## src/rtl/syn_lb_blk_decoder.sv

```systemverilog
// Local-bus fan-out: blk1 selects one of NUM_CHLD children and {blk0, base} goes to it.
// Writes take one cycle; reads return child data, or DEFAULT_RD_DATA with lb_err when unmapped or timed out.
module syn_lb_blk_decoder #(
  parameter int LB_DATA_W  = 32,
  parameter int LB_BASE_W  = 8,
  parameter int LB_BLK_0_W = 4,
  parameter int LB_BLK_1_W = 4,
  parameter int LB_ADDR_W  = LB_BLK_1_W + LB_BLK_0_W + LB_BASE_W,
  parameter int NUM_CHLD   = 4,
  parameter int TIMEOUT    = 16,
  parameter logic [LB_DATA_W-1:0] DEFAULT_RD_DATA = 32'hDEADBEEF
) (
  input  logic                            clk_ir,
  input  logic                            rst_ih,
  input  logic                            lb_wr_en,
  input  logic                            lb_rd_en,
  input  logic [LB_ADDR_W-1:0]            lb_addr,
  input  logic [LB_DATA_W-1:0]            lb_wr_data,
  output logic                            lb_wr_valid,
  output logic                            lb_rd_valid,
  output logic [LB_DATA_W-1:0]            lb_rd_data,
  output logic                            lb_busy,
  output logic                            lb_err,
  output logic [NUM_CHLD-1:0]             chld_wr_en,
  output logic [NUM_CHLD-1:0]             chld_rd_en,
  output logic [LB_BLK_0_W+LB_BASE_W-1:0] chld_addr,
  output logic [LB_DATA_W-1:0]            chld_wr_data,
  input  logic [NUM_CHLD-1:0]             chld_rd_valid,
  input  logic [NUM_CHLD*LB_DATA_W-1:0]   chld_rd_data
);

  localparam int CA_W  = LB_BLK_0_W + LB_BASE_W;
  localparam int CNT_W = $clog2(TIMEOUT + 1);

  typedef enum logic [1:0] {IDLE, WR, RD_WAIT, RESP} state_t;

  state_t                  state_q, state_d;
  logic [LB_BLK_1_W-1:0]   sel_q, sel_d;
  logic [CA_W-1:0]         addr_q, addr_d;
  logic [LB_DATA_W-1:0]    wdat_q, wdat_d;
  logic [LB_DATA_W-1:0]    rdat_q, rdat_d;
  logic                    err_q, err_d;
  logic [CNT_W-1:0]        cnt_q, cnt_d;

  logic [LB_BLK_1_W-1:0]   req_blk;
  logic                    req_mapped;
  logic                    sel_mapped;
  logic                    sel_vld;
  logic [LB_DATA_W-1:0]    sel_dat;

  assign req_blk    = lb_addr[LB_ADDR_W-1 -: LB_BLK_1_W];
  assign req_mapped = {1'b0, req_blk} < (LB_BLK_1_W+1)'(NUM_CHLD);
  assign sel_mapped = {1'b0, sel_q} < (LB_BLK_1_W+1)'(NUM_CHLD);

  // Only the selected child's valid/data are observed; the rest are ignored.
  always_comb begin
    sel_vld = 1'b0;
    sel_dat = '0;
    for (int i = 0; i < NUM_CHLD; i++) begin
      if (sel_q == LB_BLK_1_W'(i)) begin
        sel_vld = chld_rd_valid[i];
        sel_dat = chld_rd_data[i*LB_DATA_W +: LB_DATA_W];
      end
    end
  end

  always_comb begin
    state_d = state_q;
    sel_d   = sel_q;
    addr_d  = addr_q;
    wdat_d  = wdat_q;
    rdat_d  = rdat_q;
    err_d   = err_q;
    cnt_d   = cnt_q;
    case (state_q)
      IDLE: begin
        if (lb_wr_en) begin
          sel_d   = req_blk;
          addr_d  = lb_addr[CA_W-1:0];
          wdat_d  = lb_wr_data;
          state_d = WR;
        end else if (lb_rd_en) begin
          sel_d  = req_blk;
          addr_d = lb_addr[CA_W-1:0];
          cnt_d  = '0;
          if (req_mapped) begin
            err_d   = 1'b0;
            state_d = RD_WAIT;
          end else begin
            rdat_d  = DEFAULT_RD_DATA;
            err_d   = 1'b1;
            state_d = RESP;
          end
        end
      end
      WR: state_d = IDLE;
      RD_WAIT: begin
        // Data sampled in the last timeout cycle still beats the timeout.
        if (sel_vld) begin
          rdat_d  = sel_dat;
          err_d   = 1'b0;
          state_d = RESP;
        end else if (cnt_q == CNT_W'(TIMEOUT - 1)) begin
          rdat_d  = DEFAULT_RD_DATA;
          err_d   = 1'b1;
          state_d = RESP;
        end else begin
          cnt_d = cnt_q + CNT_W'(1);
        end
      end
      RESP: begin
        err_d   = 1'b0;
        state_d = IDLE;
      end
      default: state_d = IDLE;
    endcase
  end

  always_ff @(posedge clk_ir) begin
    if (rst_ih) begin
      state_q <= IDLE;
      sel_q   <= '0;
      addr_q  <= '0;
      wdat_q  <= '0;
      rdat_q  <= '0;
      err_q   <= 1'b0;
      cnt_q   <= '0;
    end else begin
      state_q <= state_d;
      sel_q   <= sel_d;
      addr_q  <= addr_d;
      wdat_q  <= wdat_d;
      rdat_q  <= rdat_d;
      err_q   <= err_d;
      cnt_q   <= cnt_d;
    end
  end

  always_comb begin
    chld_wr_en = '0;
    chld_rd_en = '0;
    for (int i = 0; i < NUM_CHLD; i++) begin
      if (sel_q == LB_BLK_1_W'(i)) begin
        chld_wr_en[i] = (state_q == WR);
        chld_rd_en[i] = (state_q == RD_WAIT) && (cnt_q == '0);
      end
    end
  end

  assign lb_wr_valid  = (state_q == WR);
  assign lb_rd_valid  = (state_q == RESP);
  assign lb_err       = ((state_q == WR) && !sel_mapped) || ((state_q == RESP) && err_q);
  assign lb_busy      = (state_q != IDLE);
  assign lb_rd_data   = rdat_q;
  assign chld_addr    = addr_q;
  assign chld_wr_data = wdat_q;

endmodule

```

## config.mk

```make
export PLATFORM = sky130hd
export DESIGN_NAME = syn_lb_blk_decoder
export DESIGN_NICKNAME = d
export VERILOG_FILES = /design/src/rtl/syn_lb_blk_decoder.sv
export SDC_FILE = /design/constraint.sdc
export NUM_CORES = 1
export LEC_CHECK = 0
export CAP_MARGIN = 20
export CORE_MARGIN = 2
export CORE_UTILIZATION = 38
export CTS_BUF_LIST = sky130_fd_sc_hd__clkbuf_8
export CTS_CLUSTER_DIAMETER = 50
export DETAILED_ROUTE_END_ITERATION = 12
export GPL_TIMING_DRIVEN = 0
export PLACE_DENSITY = 0.82
export REMOVE_ABC_BUFFERS = 1
export SETUP_SLACK_MARGIN = 0.1
export SYNTH_ARGS = -nofsm -noshare
export SYNTH_HDL_FRONTEND = slang
export SYNTH_SLANG_ARGS = --single-unit
```

## constraint.sdc

```tcl
create_clock -name clk_ir -period 2.4 [get_ports clk_ir]
set_input_delay 0.36 -clock clk_ir [delete_from_list [all_inputs] [get_ports clk_ir]]
set_output_delay 0.36 -clock clk_ir [all_outputs]
set_load 0.005 [all_outputs]
```

* After elaboration in Yosys (flattened, before gate mapping)
Index checks and enable logic that the tools add are counted.
** Operators by class
- Mux-type cells :: 43
- Order comparisons :: 2
- Add/subtract/negate cells :: 1
- Eq/ne operators :: 14
- Reductions and logical operators :: 19
** Operator list (count)
- 32-bit 2-to-1 mux :: 9
- 32-bit one-hot mux with 2 select lines :: 1
- 12-bit 2-to-1 mux :: 2
- 5-bit 2-to-1 mux :: 4
- 1-bit 2-to-1 mux :: 18
- 2-bit != test (second input constant) :: 5
- 5-bit one-hot mux with 2 select lines :: 1
- 5-bit AND reduction :: 2
- 4-bit by 2-bit equality test with 1-bit output (second input constant) :: 2
- 4-bit by 3-bit less-than comparator with 1-bit output (second input constant) :: 2
- 2-bit 2-to-1 mux :: 4
- 4-bit 2-to-1 mux :: 2
- 3-bit != test (second input constant) :: 2
- 2-bit one-hot mux with 3 select lines :: 1
- 2-bit AND reduction :: 3
- 2-bit nonzero test :: 3
- 5-bit by 1-bit adder with 5-bit output (second input constant) :: 1
- 5-bit by 4-bit equality test with 1-bit output (second input constant) :: 1
- 5-bit zero test :: 1
- 2-bit equality test (second input constant) :: 2
- 4-bit by 1-bit equality test with 1-bit output (second input constant) :: 1
- 4-bit zero test :: 1
- 4-bit AND reduction :: 1
- 1-bit logical AND :: 3
- 7 further kinds :: 7
** Word-level totals
- Output and inout bits :: 88
- Input port bits :: 184
- Flip-flop bits (word level) :: 88
- Logic and storage cells :: 86

* Longest topological paths before layout
Gate-level depths: netlist of the first run.
- Depth in word-level cells :: 7
- Mapped depth :: 7
- Depth with buffers taken out :: 6

* Worst setup path after synthesis of the first run
Ideal clock, no wire load.
- Path kind :: reg2reg
- Start point :: reg cnt_q[0]
- End point :: reg rdat_q[14], in the netlist lb_rd_data[14]
- Arrival :: 1691 ps
- Cell stages (with the launch flop) :: 8
- Buffers on the path :: 1
- Period minus slack after synthesis :: 1808 ps
- Required time :: 2283 ps
- Path slack :: 592 ps
- Setup time :: 117 ps
- Cells stage by stage :: dfxtp_1 -> ha_1 -> and3_1 -> ha_1 -> a31oi_1 -> a211o_1 -> buf_2 -> a32o_1
** Between the ends
- Longest elaborated chain between the ends :: 3
** Ends and longest elaborated chain
- start, declared :: RTL line 43 : logic [CNT_W-1:0] cnt_q, cnt_d;
- start signal, assigned :: RTL line 135 : cnt_q <= cnt_d;
- 5-bit by 4-bit equality test with 1-bit output :: RTL line 103 : end else if (cnt_q == CNT_W'(TIMEOUT - 1)) begin
- 3-bit != test (no line)
- 5-bit AND reduction (no line)
- end signal, assigned :: RTL line 133 : rdat_q <= rdat_d;
- end, declared :: RTL line 41 : logic [LB_DATA_W-1:0] rdat_q, rdat_d;
Every way passes these cells.
A chain may end at the register's enable or synchronous reset.

* Worst setup path in the final report of the first run
- Start point :: reg state_q[0]
- End point :: out chld_wr_en[0]
** Between the ends
- Longest elaborated chain between the ends :: 2
** Ends and longest elaborated chain
- start, declared :: RTL line 37 : state_t state_q, state_d;
- start signal, assigned :: RTL line 129 : state_q <= state_d;
- 2-bit by 1-bit equality test with 1-bit output :: RTL line 144 : chld_wr_en[i] = (state_q == WR);
- 1-bit 2-to-1 mux :: RTL line 143 : if (sel_q == LB_BLK_1_W'(i)) begin
- end, declared :: RTL line 24 : output logic [NUM_CHLD-1:0] chld_wr_en,
Every way passes these cells.

==> flow_metrics.py, run 1 <==
metrics = {
    "place": {
        "portBuffers": 271,
        "place_congestion": 0.825,
        "hpwl_mm": 11.3,
        "placed_cells": 846,
    },
    "floorplanning": {
        "placementRows": 39,
        "die_w_um": 112,
        "coreArea_um2": 11400,
        "start_util_pct": 38.8,
        "ios": 272,
        "dieArea_um2": 12500,
        "fp.dieH_um": 112,
    },
    "route": {
        "viasPerCell": 5.20,
        "wl_per_cell_um": 17.6,
        "drtIter0Drc": 233,
        "antenna_left": 0,
        "drc_errors": 0,
        "firstDrtPassIters": 4,
        "wl_mm": 15.4,
        "via_count": 4538,
    },
    "run_status": {
        "outcome": "complete, no violations",
    },
    "final_layout": {
        "fin_cells": 873,
        "syn2layout_area_growth_pct": 73.0,
        "num_antenna_cells": 0,
        "fin_util_pct": 67.1,
        "drive_gt1_share_pct": 15.2,
        "fillers": 896,
        "nets": 912,
    },
    "setup_path": {
        "rr_startpoint": "cnt_q[0]",
        "reg2regPathDepth": 6,
        "worstPathMaxFanout": 12,
        "criticalPathCategory": "flop to output pin",
        "r2r_slack_ns": 0.22,
        "start_kind": "flop",
        "cp-end-kind": "output pin",
        "reg2reg_to": "cnt_q[0]",
        "crit_required_ns": 2.04,
        "arrival_ns": 1.83,
    },
    "pwr": {
        "swShare_pct": 28.2,
        "switchingPower_mw": 1.11,
        "max-vdd-ir-drop_mv": 0.350,
        "p_int_mw": 2.82,
        "leakage_nw": 2.74,
        "p_seq_share_pct": 41.9,
        "pwr-share-clk_pct": 27.1,
        "pwr-share-comb_pct": 30.9,
        "design_power_total_mw": 3.93,
        "power.density_nw_per_um2": 514,
    },
    "synthesis": {
        "synth-simple-area-share_pct": 16.4,
        "synth-seq-area-share_pct": 39.9,
        "synth.distinct_cells": 38,
        "yosys_warnings": 0,
        "synth_cells": 464,
        "synth_xor_area_share_pct": 0,
        "synth_mux_area_share_pct": 17.1,
        "syn_area_per_cell_um2": 9.51,
        "synth-edff-count": 0,
        "synth_seq_cells": 88,
        "synth_ff_type": "dfxtp_1",
        "synth_fa_ha_area_share_pct": 0.851,
        "synth_compound_area_share_pct": 19.2,
        "netlist_area_um2": 4410,
        "async_flop_share_pct": 0,
        "synth_top_family_by_area": "compound AO/OA/AOI/OAI gates",
    },
    "sta": {
        "tns_ns": 0,
        "worst_pin_slew_ns": 1.07,
        "max_freq_mhz": 458,
        "fin_crit_sh_pct": 91.0,
        "final_hold_viol_count": 0,
        "relSlewSlack_pct": 28.2,
        "worst_clock_skew_ns": 0.00940,
        "rsz0062_at_grt": "false",
        "fin_crit_ns": 2.19,
        "slew_viol_final": 0,
        "setup_viol": 0,
        "hold_ws_ns": 0.458,
    },
    "hold_path": {
        "hp-start": "chld_wr_data[24]",
        "whs_endpoint": "chld_wr_data[24]",
        "hold_class": "flop to flop",
        "whs_path_depth": 2,
    },
    "run": {
        "maxCapViolCount": 0,
    },
    "clock_tree": {
        "clock-root-buffer": "clkbuf_8",
        "holdBufCountCts": 0,
        "clock_sinks": 88,
        "cts_made_buffers": 9,
        "clk_latency_ns": 0.35,
        "clockBufferDepth": 2,
        "cts_tree": "yes",
        "htreeDepth": 3,
        "clk_pin_slew_ns": 0.09,
    },
    "grt": {
        "grt_max_degree": 80,
        "antenna_found_initial": 0,
        "grt_pass1_vias": 4766,
        "grt.overflow.total": 0,
        "grt_first_pass_wirelength_mm": 24.6,
        "grt_usage_pct": 24.4,
    },
}
==> per-layer routing <==
layer | share of wire, % | wire [um] | track usage, % | vias up
met5 | 0 | 0 | 0 | -
met3 | 6.4 | 982 | 5.82 | 10
met4 | 0.89 | 137 | 5.84 | 0
met1 | 42 | 6460 | 30.6 | 2179
met2 | 51 | 7830 | 42.5 | 177
li1 | - | - | - | 2172
==> cell usage in the layout, fill, tap and decap left out, types with 3 or more instances in the layout <==
cell type	count
clkbuf_8	10
a32o_1	9
nand2b_1	3
a221oi_2	24
a31oi_1	3
a21oi_1	50
nor3_1	5
dfxtp_2	3
o21a_1	3
dfxtp_1	82
mux2_2	3
ha_1	3
nor3_2	6
inv_1	35
buf_8	4
nand2_1	124
dfxtp_4	3
a22o_1	3
nor2b_1	3
buf_4	8
and2_1	10
clkdlybuf4s50_1	266
mux4_2	32
==> cell families after synthesis <==
| logic type | Yosys count |
|---|---|
| AOI/OAI and AO/OA | 102 |
| and+or+nand+nor | 166 |
| adders and majority gates | 3 |
| buffers and inverters | 70 |
| DFF | 88 |
| muxes | 35 |
==> worst max-delay path by stage <==
stage	start	end	slack (ns)	depth (start not counted)
after floorplan	sel_q[0]	lb_rd_data[17]	-1.59	4
after global placement	sel_q[0]	lb_rd_data[17]	-2.69	4
after detailed placement	sel_q[1]	lb_rd_data[2]	-0.35	5
after CTS	sel_q[1]	chld_wr_en[2]	0.09	3
after global routing	cnt_q[1]	chld_rd_en[1]	0.10	7
final	state_q[0]	chld_wr_en[0]	0.21	4
==> through the flow <==
step | area [um^2] | setup slack [ns]
after detailed placement | 7220 | -0.354
after CTS | 7550 | 0.0939
after global placement | 7140 | -2.69
after global routing | 7630 | 0.104
after floorplan | 4250 | -1.59
final | 7630 | 0.215
==> sequential cells by signal (all words and copies together), names as in the netlist <==
register and count:
chld_addr 12, chld_wr_data 32, cnt_q 5, err_q 1, lb_rd_data 32, sel_q 4
state_q 2
==> power groups by stage <==
stage                     Combinational [mW]  Sequential [mW]  Clock, mW
after floorplan                        0.452             1.70          0
after global placement                  1.09             1.71          0
after detailed placement                1.14             1.70          0
after CTS                               1.19             1.65       1.09
after global routing                    1.31             1.66       1.16
final                                   1.21             1.65       1.07
==> synthesized netlist by cell type (all sizes together) (2+ instances only) <==
cell / number / area share, %
dfxtp: 88 / 40
a22o: 3 / 0.60
a31oi: 3 / 0.43
a221oi: 25 / 8.4
a21oi: 50 / 5.7
nor2: 3 / 0.26
nor3: 12 / 1.6
nor2b: 4 / 0.57
o21ai: 2 / 0.23
nand3: 3 / 0.34
a32o: 9 / 2.0
inv: 34 / 2.9
nand2b: 3 / 0.43
ha: 3 / 0.85
and3: 2 / 0.28
nand2: 124 / 11
buf: 15 / 1.8
clkbuf: 21 / 1.8
mux2: 3 / 0.77
or4: 2 / 0.34
mux4: 32 / 16
and2: 10 / 1.4
o21a: 3 / 0.51
==> critical path, cell delays in order, from the launching register on <==
cell	delay (ns)
dfxtp_4	0.44
nor2b_1	0.20
nand2_1	0.14
nor3_1	0.17
clkdlybuf4s50_1	0.54
==> area by class of cell <==
type                    count  area [um^2]  area share (%)
repair buffers            286         2910            38.1
well taps                 143          179            2.34
clock buffers              10          138            1.80
flip-flops and latches     88         1780            23.3
multi-input cells         306         2430            31.9
clock inverters             6         68.8           0.902
inverters                  34          128            1.67
==> timing repair <==
item	in CTS	in global routing
cloned	0	1
gates resized for setup	17	7
setup endpoints to repair	43	39
pin swaps	2	1
setup buffers	6	3
No activity file was read; power rests on OpenSTA's default activity.
==> inputs of run 2 (changes only) <==
- clock period: 2.4 -> 2.45 ns (I/O delays scaled with it)
==> run 2 against run 1 <==
First-iteration DRC count fell by 3.9%. Setup slack improved by 0.0097 ns. Sequential share of layout area barely moved. Via count rose by 0.48%. Count of clock-buffer cells in the layout did not move. Clock power barely moved. Sequential power barely moved. Final cell count fell by 0.34%.
==> flow_metrics.py, run 2 (synthesized netlist as in run 1, its figures left out) <==
metrics = {
    "setup_path": {
        "worstSetupStartpoint": "sel_q[0]",
        "criticalPathCategory": "flop to output pin",
        "start_kind": "flop",
        "crit_required_ns": 2.08,
        "cp-end-kind": "output pin",
        "worstPathMaxFanout": 15,
        "rr_startpoint": "cnt_q[0]",
        "arrival_ns": 1.86,
    },
    "route": {
        "drtIter0Drc": 224,
        "via_count": 4560,
        "firstDrtPassIters": 6,
        "drc_errors": 0,
        "wl_mm": 15.5,
        "antenna_left": 0,
        "wl_per_cell_um": 17.8,
        "viasPerCell": 5.24,
    },
    "clock_tree": {
        "htreeDepth": 3,
        "clk_latency_ns": 0.35,
        "cts_tree": "yes",
        "clk_pin_slew_ns": 0.09,
        "clock_sinks": 88,
        "clock-root-buffer": "clkbuf_8",
        "holdBufCountCts": 0,
        "cts_made_buffers": 9,
        "clockBufferDepth": 2,
    },
    "sta": {
        "max_freq_mhz": 449,
        "setup_viol": 0,
        "setup_ws_ns": 0.225,
        "slew_viol_final": 0,
        "final_hold_viol_count": 0,
        "rsz0062_at_grt": "false",
        "worst_clock_skew_ns": 0.0102,
        "relSlewSlack_pct": 28.1,
        "worst_pin_slew_ns": 1.08,
        "fin_crit_ns": 2.23,
        "fin_crit_sh_pct": 90.8,
    },
    "grt": {
        "antenna_found_initial": 0,
        "grt_max_degree": 80,
        "grt_usage_pct": 24.3,
        "grt_pass1_vias": 4752,
        "grt_first_pass_wirelength_mm": 24.5,
        "grt.overflow.total": 0,
    },
    "hold_path": {
        "hold_class": "flop to flop",
        "hp-start": "chld_addr[8]",
    },
    "floorplanning": {
        "placementRows": 39,
        "ios": 272,
        "die_w_um": 112,
        "fp.dieH_um": 112,
        "start_util_pct": 38.8,
        "dieArea_um2": 12500,
        "coreArea_um2": 11400,
    },
    "final_layout": {
        "fin_cells": 870,
        "layout_commonest_cell": "clkdlybuf4s50_1",
        "num_antenna_cells": 0,
        "mostFrequentLayoutCells": "clkdlybuf4s50_1, nand2_1, dfxtp_1",
        "fin_util_pct": 67.1,
        "syn2layout_area_growth_pct": 72.8,
        "nets": 909,
        "drive_gt1_share_pct": 14.6,
        "fillers": 903,
    },
    "run": {
        "maxCapViolCount": 0,
    },
    "run_status": {
        "outcome": "complete, no violations",
    },
    "place": {
        "dp_worst_setup_slack_ns": -0.304,
        "hpwl_mm": 11.3,
        "placed_cells": 846,
        "portBuffers": 271,
        "place_congestion": 0.825,
    },
    "pwr": {
        "design_power_total_mw": 3.85,
        "power.density_nw_per_um2": 505,
        "max-vdd-ir-drop_mv": 0.363,
        "leakage_nw": 2.77,
    },
}
run 2: cell count changes in the layout (fill, tap and decap cells not counted), sizes merged:
cell,before,now
dlymetal6s2s,1,4
clkbuf,12,11
buf,15,12
dlygate4sd2,2,0
run 2: through the flow:
step,TNS (ns),hold WS [ns],area (um^2)
2_1_floorplan,-48.50,0.434,4250
3_3_place_gp,-165.98,0.442,7140
3_5_place_dp,-7.94,0.446,7220
4_1_cts,0,0.459,7530
5_1_grt,0,0.475,7620
6_report,0,0.457,7620
run 2: final cells by class:
cell class / instances / area [um^2] / area share, %
clock buffer: 10 / 138 / 1.81
clock inverter: 6 / 68.8 / 0.903
inverter: 34 / 128 / 1.67
multi-input combinational: 306 / 2430 / 31.9
sequential: 88 / 1780 / 23.3
tap: 143 / 179 / 2.35
timing repair buffer: 283 / 2900 / 38.1
run 2: path summary, 6_finish.rpt:
kind,endpoint,slack (ns),depth (start not counted)
setup / recovery,chld_wr_en[3],0.22,4
hold / removal,chld_addr[8],0.46,2
hold reg to reg,chld_addr[8],0.46,2
setup reg to reg,cnt_q[0],0.26,6
run 2: power by group:
part	total (mW)	internal (mW)	switching (mW)
logic	1.18	0.714	0.467
registers	1.62	1.54	0.0801
clock network	1.05	0.505	0.545
run 2: what timing repair did:
item | 4_1_cts | 5_1_grt
gates resized for setup | 12 | 9
setup buffers | 3 | 3
gates cloned | 0 | 1
endpoints found under the setup margin | 41 | 40
pin swaps | 1 | 3
run 2: critical path, cell delays in order, from the launching register on:
cell and delay [ns]:
dfxtp_4 0.45, buf_16 0.19, inv_1 0.11, nor3_1 0.22, clkdlybuf4s50_1 0.53
run 2: metal layers:
metal / track usage (%) / routed length (um) / up-vias
li1: - / - / 2163
met1: 30.6 / 6530 / 2197
met2: 42.3 / 7800 / 184
met3: 5.77 / 994 / 16
met4: 5.76 / 191 / 0
met5: 0 / 0 / -
==> inputs of run 3 (changes only) <==
- ABC_AREA: default -> 1
- PLACE_DENSITY: 0.82 -> 0.83
==> run 3 against run 2 <==
Critical path type unchanged. Register-to-register slack improved by 0.02 ns. Highest routed layer unchanged. Final cell count up 20%. Wire length increased by 7.5%. Count of clock-buffer cells in the layout unchanged.
==> flow_metrics.py, run 3 <==
metrics = {
    "pwr": {
        "leakage_nw": 2.86,
        "p_seq_share_pct": 38.5,
        "swShare_pct": 33.2,
        "max-vdd-ir-drop_mv": 0.382,
        "pwr-share-clk_pct": 23.4,
        "power.density_nw_per_um2": 613,
        "switchingPower_mw": 1.51,
        "p_int_mw": 3.03,
        "pwr-share-comb_pct": 38.1,
        "design_power_total_mw": 4.54,
    },
    "synthesis": {
        "synth_cells": 638,
        "synth-edff-count": 0,
        "async_flop_share_pct": 0,
        "synth_ff_type": "dfxtp_1",
        "synth-seq-area-share_pct": 41.6,
        "synth.largest_area_cell": "dfxtp_1",
        "netlist_area_um2": 4240,
        "netlist_top_cells_count": "nor2_1, nand2_1, dfxtp_1",
        "synthTopCellsByArea": "dfxtp_1, nor2_1, nand2_1",
        "synth_most_common_cell": "nor2_1",
        "yosys_warnings": 0,
        "synth_top_area_share_pct": 41.6,
        "synth_seq_cells": 88,
        "syn_area_per_cell_um2": 6.64,
        "synth.distinct_cells": 25,
    },
    "sta": {
        "relSlewSlack_pct": 36.7,
        "worst_pin_slew_ns": 0.948,
        "final_hold_viol_count": 0,
        "setup_viol": 0,
        "max_freq_mhz": 443,
        "fin_crit_ns": 2.26,
        "setup_ws_ns": 0.192,
        "slew_viol_final": 0,
        "worst_clock_skew_ns": 0.0164,
        "rsz0062_at_grt": "false",
        "fin_crit_sh_pct": 92.2,
    },
    "route": {
        "wl_met3_mm": 1.29,
        "routed.top_layer": "met4",
        "drtIter0Drc": 328,
        "viasPerCell": 5.06,
        "drc_errors": 0,
        "antenna_left": 0,
        "routed-wl-met2_mm": 7.98,
        "wl_mm": 16.7,
        "wl_per_cell_um": 16.0,
        "firstDrtPassIters": 5,
        "via_count": 5265,
        "met1_length_mm": 6.79,
    },
    "place": {
        "place_congestion": 0.894,
        "dp_worst_setup_slack_ns": -0.856,
        "portBuffers": 271,
        "placed_cells": 1014,
        "hpwl_mm": 11.7,
    },
    "clock_tree": {
        "cts_tree": "yes",
        "clock_sinks": 88,
        "clockBufferDepth": 2,
        "htreeDepth": 3,
        "cts_made_buffers": 9,
        "clock-root-buffer": "clkbuf_8",
        "clk_latency_ns": 0.34,
        "clk_pin_slew_ns": 0.09,
    },
    "setup_path": {
        "rr_startpoint": "state_q[0]",
        "start_kind": "flop",
        "crit_required_ns": 2.08,
        "r2r_slack_ns": 0.28,
        "reg2regPathDepth": 7,
        "criticalPathCategory": "flop to output pin",
        "worstPathMaxFanout": 6,
        "arrival_ns": 1.89,
        "reg2reg_to": "lb_rd_data[14]",
        "cp-end-kind": "output pin",
    },
    "final_layout": {
        "syn2layout_area_growth_pct": 74.6,
        "fin_util_pct": 68.2,
        "fin_cells": 1041,
        "nets": 1083,
        "num_antenna_cells": 0,
        "mostFrequentLayoutCells": "clkdlybuf4s50_1, nor2_1, nand2_1",
        "fillers": 964,
        "layout_commonest_cell": "clkdlybuf4s50_1",
        "drive_gt1_share_pct": 6.55,
    },
    "hold_path": {
        "whs_endpoint": "lb_rd_data[8]",
        "hp-start": "lb_rd_data[8]",
        "whs_path_depth": 2,
        "hold_class": "flop to flop",
    },
    "grt": {
        "grt.overflow.total": 0,
        "grt_pass1_vias": 5049,
        "grt_max_degree": 51,
        "antenna_found_initial": 0,
        "grt_usage_pct": 27.1,
        "grt_first_pass_wirelength_mm": 25.4,
    },
    "floorplanning": {
        "die_w_um": 110,
        "placementRows": 38,
        "dieArea_um2": 12000,
        "ios": 272,
        "fp.dieH_um": 110,
        "start_util_pct": 39.1,
        "coreArea_um2": 10800,
    },
    "run_status": {
        "outcome": "complete, no violations",
    },
    "run": {
        "maxCapViolCount": 0,
    },
}
[run 3: cell types whose count changed in the layout (fill, tap and decap cells not counted), sizes merged, moves of 4 or more]
cell	delta
nor2	+141
o21ai	+74
nand3	+50
mux4	-32
nand4	+32
a221oi	-25
and2	-10
a32o	-9
nor3	-9
a21oi	-5
clkdlybuf4s50	+5
dlymetal6s2s	-4
inv	-4
nor2b	-4
[run 3: cells by family (layout without fill, tap and decap cells)]
logic type               count (synthesis)  in the layout  synth area share (%)
AND/OR/NAND/NOR                        352            354                  35.5
XOR/XNOR                                 2              2                 0.414
adder cells (fa/ha/maj)                  3              3                 0.886
buffers and inverters                   72            332                  7.06
AO/OA/AOI/OAI                          121            122                  14.5
flip-flops                              88             88                  41.6
[run 3: layer usage]
layer	vias to the layer above	track usage [%]
met4	0	11.7
li1	2628	-
met3	44	6.46
met5	-	0
met2	208	45.7
met1	2385	32.9
[run 3: how the worst max path moves through the flow]
stage                          start              to  slack, ns  depth (start not counted)
final                       sel_q[3]   chld_rd_en[1]       0.19                          6
after floorplan             sel_q[2]   chld_rd_en[2]      -0.50                          5
after global routing      state_q[0]  lb_rd_data[29]       0.09                          7
after CTS                   sel_q[2]   chld_rd_en[2]       0.09                          7
after detailed placement    lb_wr_en  lb_rd_data[22]      -0.86                          7
after global placement      sel_q[2]   chld_rd_en[2]      -2.31                          6
[run 3: final cells by class]
class | count | area [um^2] | share of cell area (%)
Clock buffer | 10 | 138 | 1.86
Clock inverter | 6 | 75.1 | 1.02
Inverter | 33 | 128 | 1.73
Multi-Input combinational cell | 481 | 2260 | 30.5
Sequential cell | 88 | 1770 | 24.0
Tap cell | 140 | 175 | 2.37
Timing Repair Buffer | 283 | 2850 | 38.5
[run 3: power groups by stage]
stage	combinational [mW]	clock, mW	sequential (mW)
3_3_place_gp	1.59	0	1.75
3_5_place_dp	1.63	0	1.76
2_1_floorplan	0.661	0	1.77
5_1_grt	1.89	1.15	1.77
6_report	1.73	1.06	1.75
4_1_cts	1.71	1.09	1.74
[run 3: metrics by stage]
step	TNS (ns)	area (um^2)	hold slack, ns
after detailed placement	-18.78	7040	0.455
after global placement	-102.24	6950	0.446
after floorplan	-11.13	4060	0.437
final	0	7400	0.471
after global routing	0	7400	0.487
after CTS	0	7360	0.472
[run 3: worst max-delay path, cell delays in order, from the launching register on]
cell	delay, ns
dfxtp_4	0.38
nor2_4	0.15
buf_4	0.14
buf_4	0.13
nand2_1	0.12
nor2_1	0.12
clkdlybuf4s50_1	0.52
[run 3: timing repair]
item	4_1_cts	5_1_grt
setup buffers	7	1
resized for setup	7	12
hold buffers	0	0
pin swaps	5	3
gates cloned	3	0
endpoints found under the setup margin	44	77
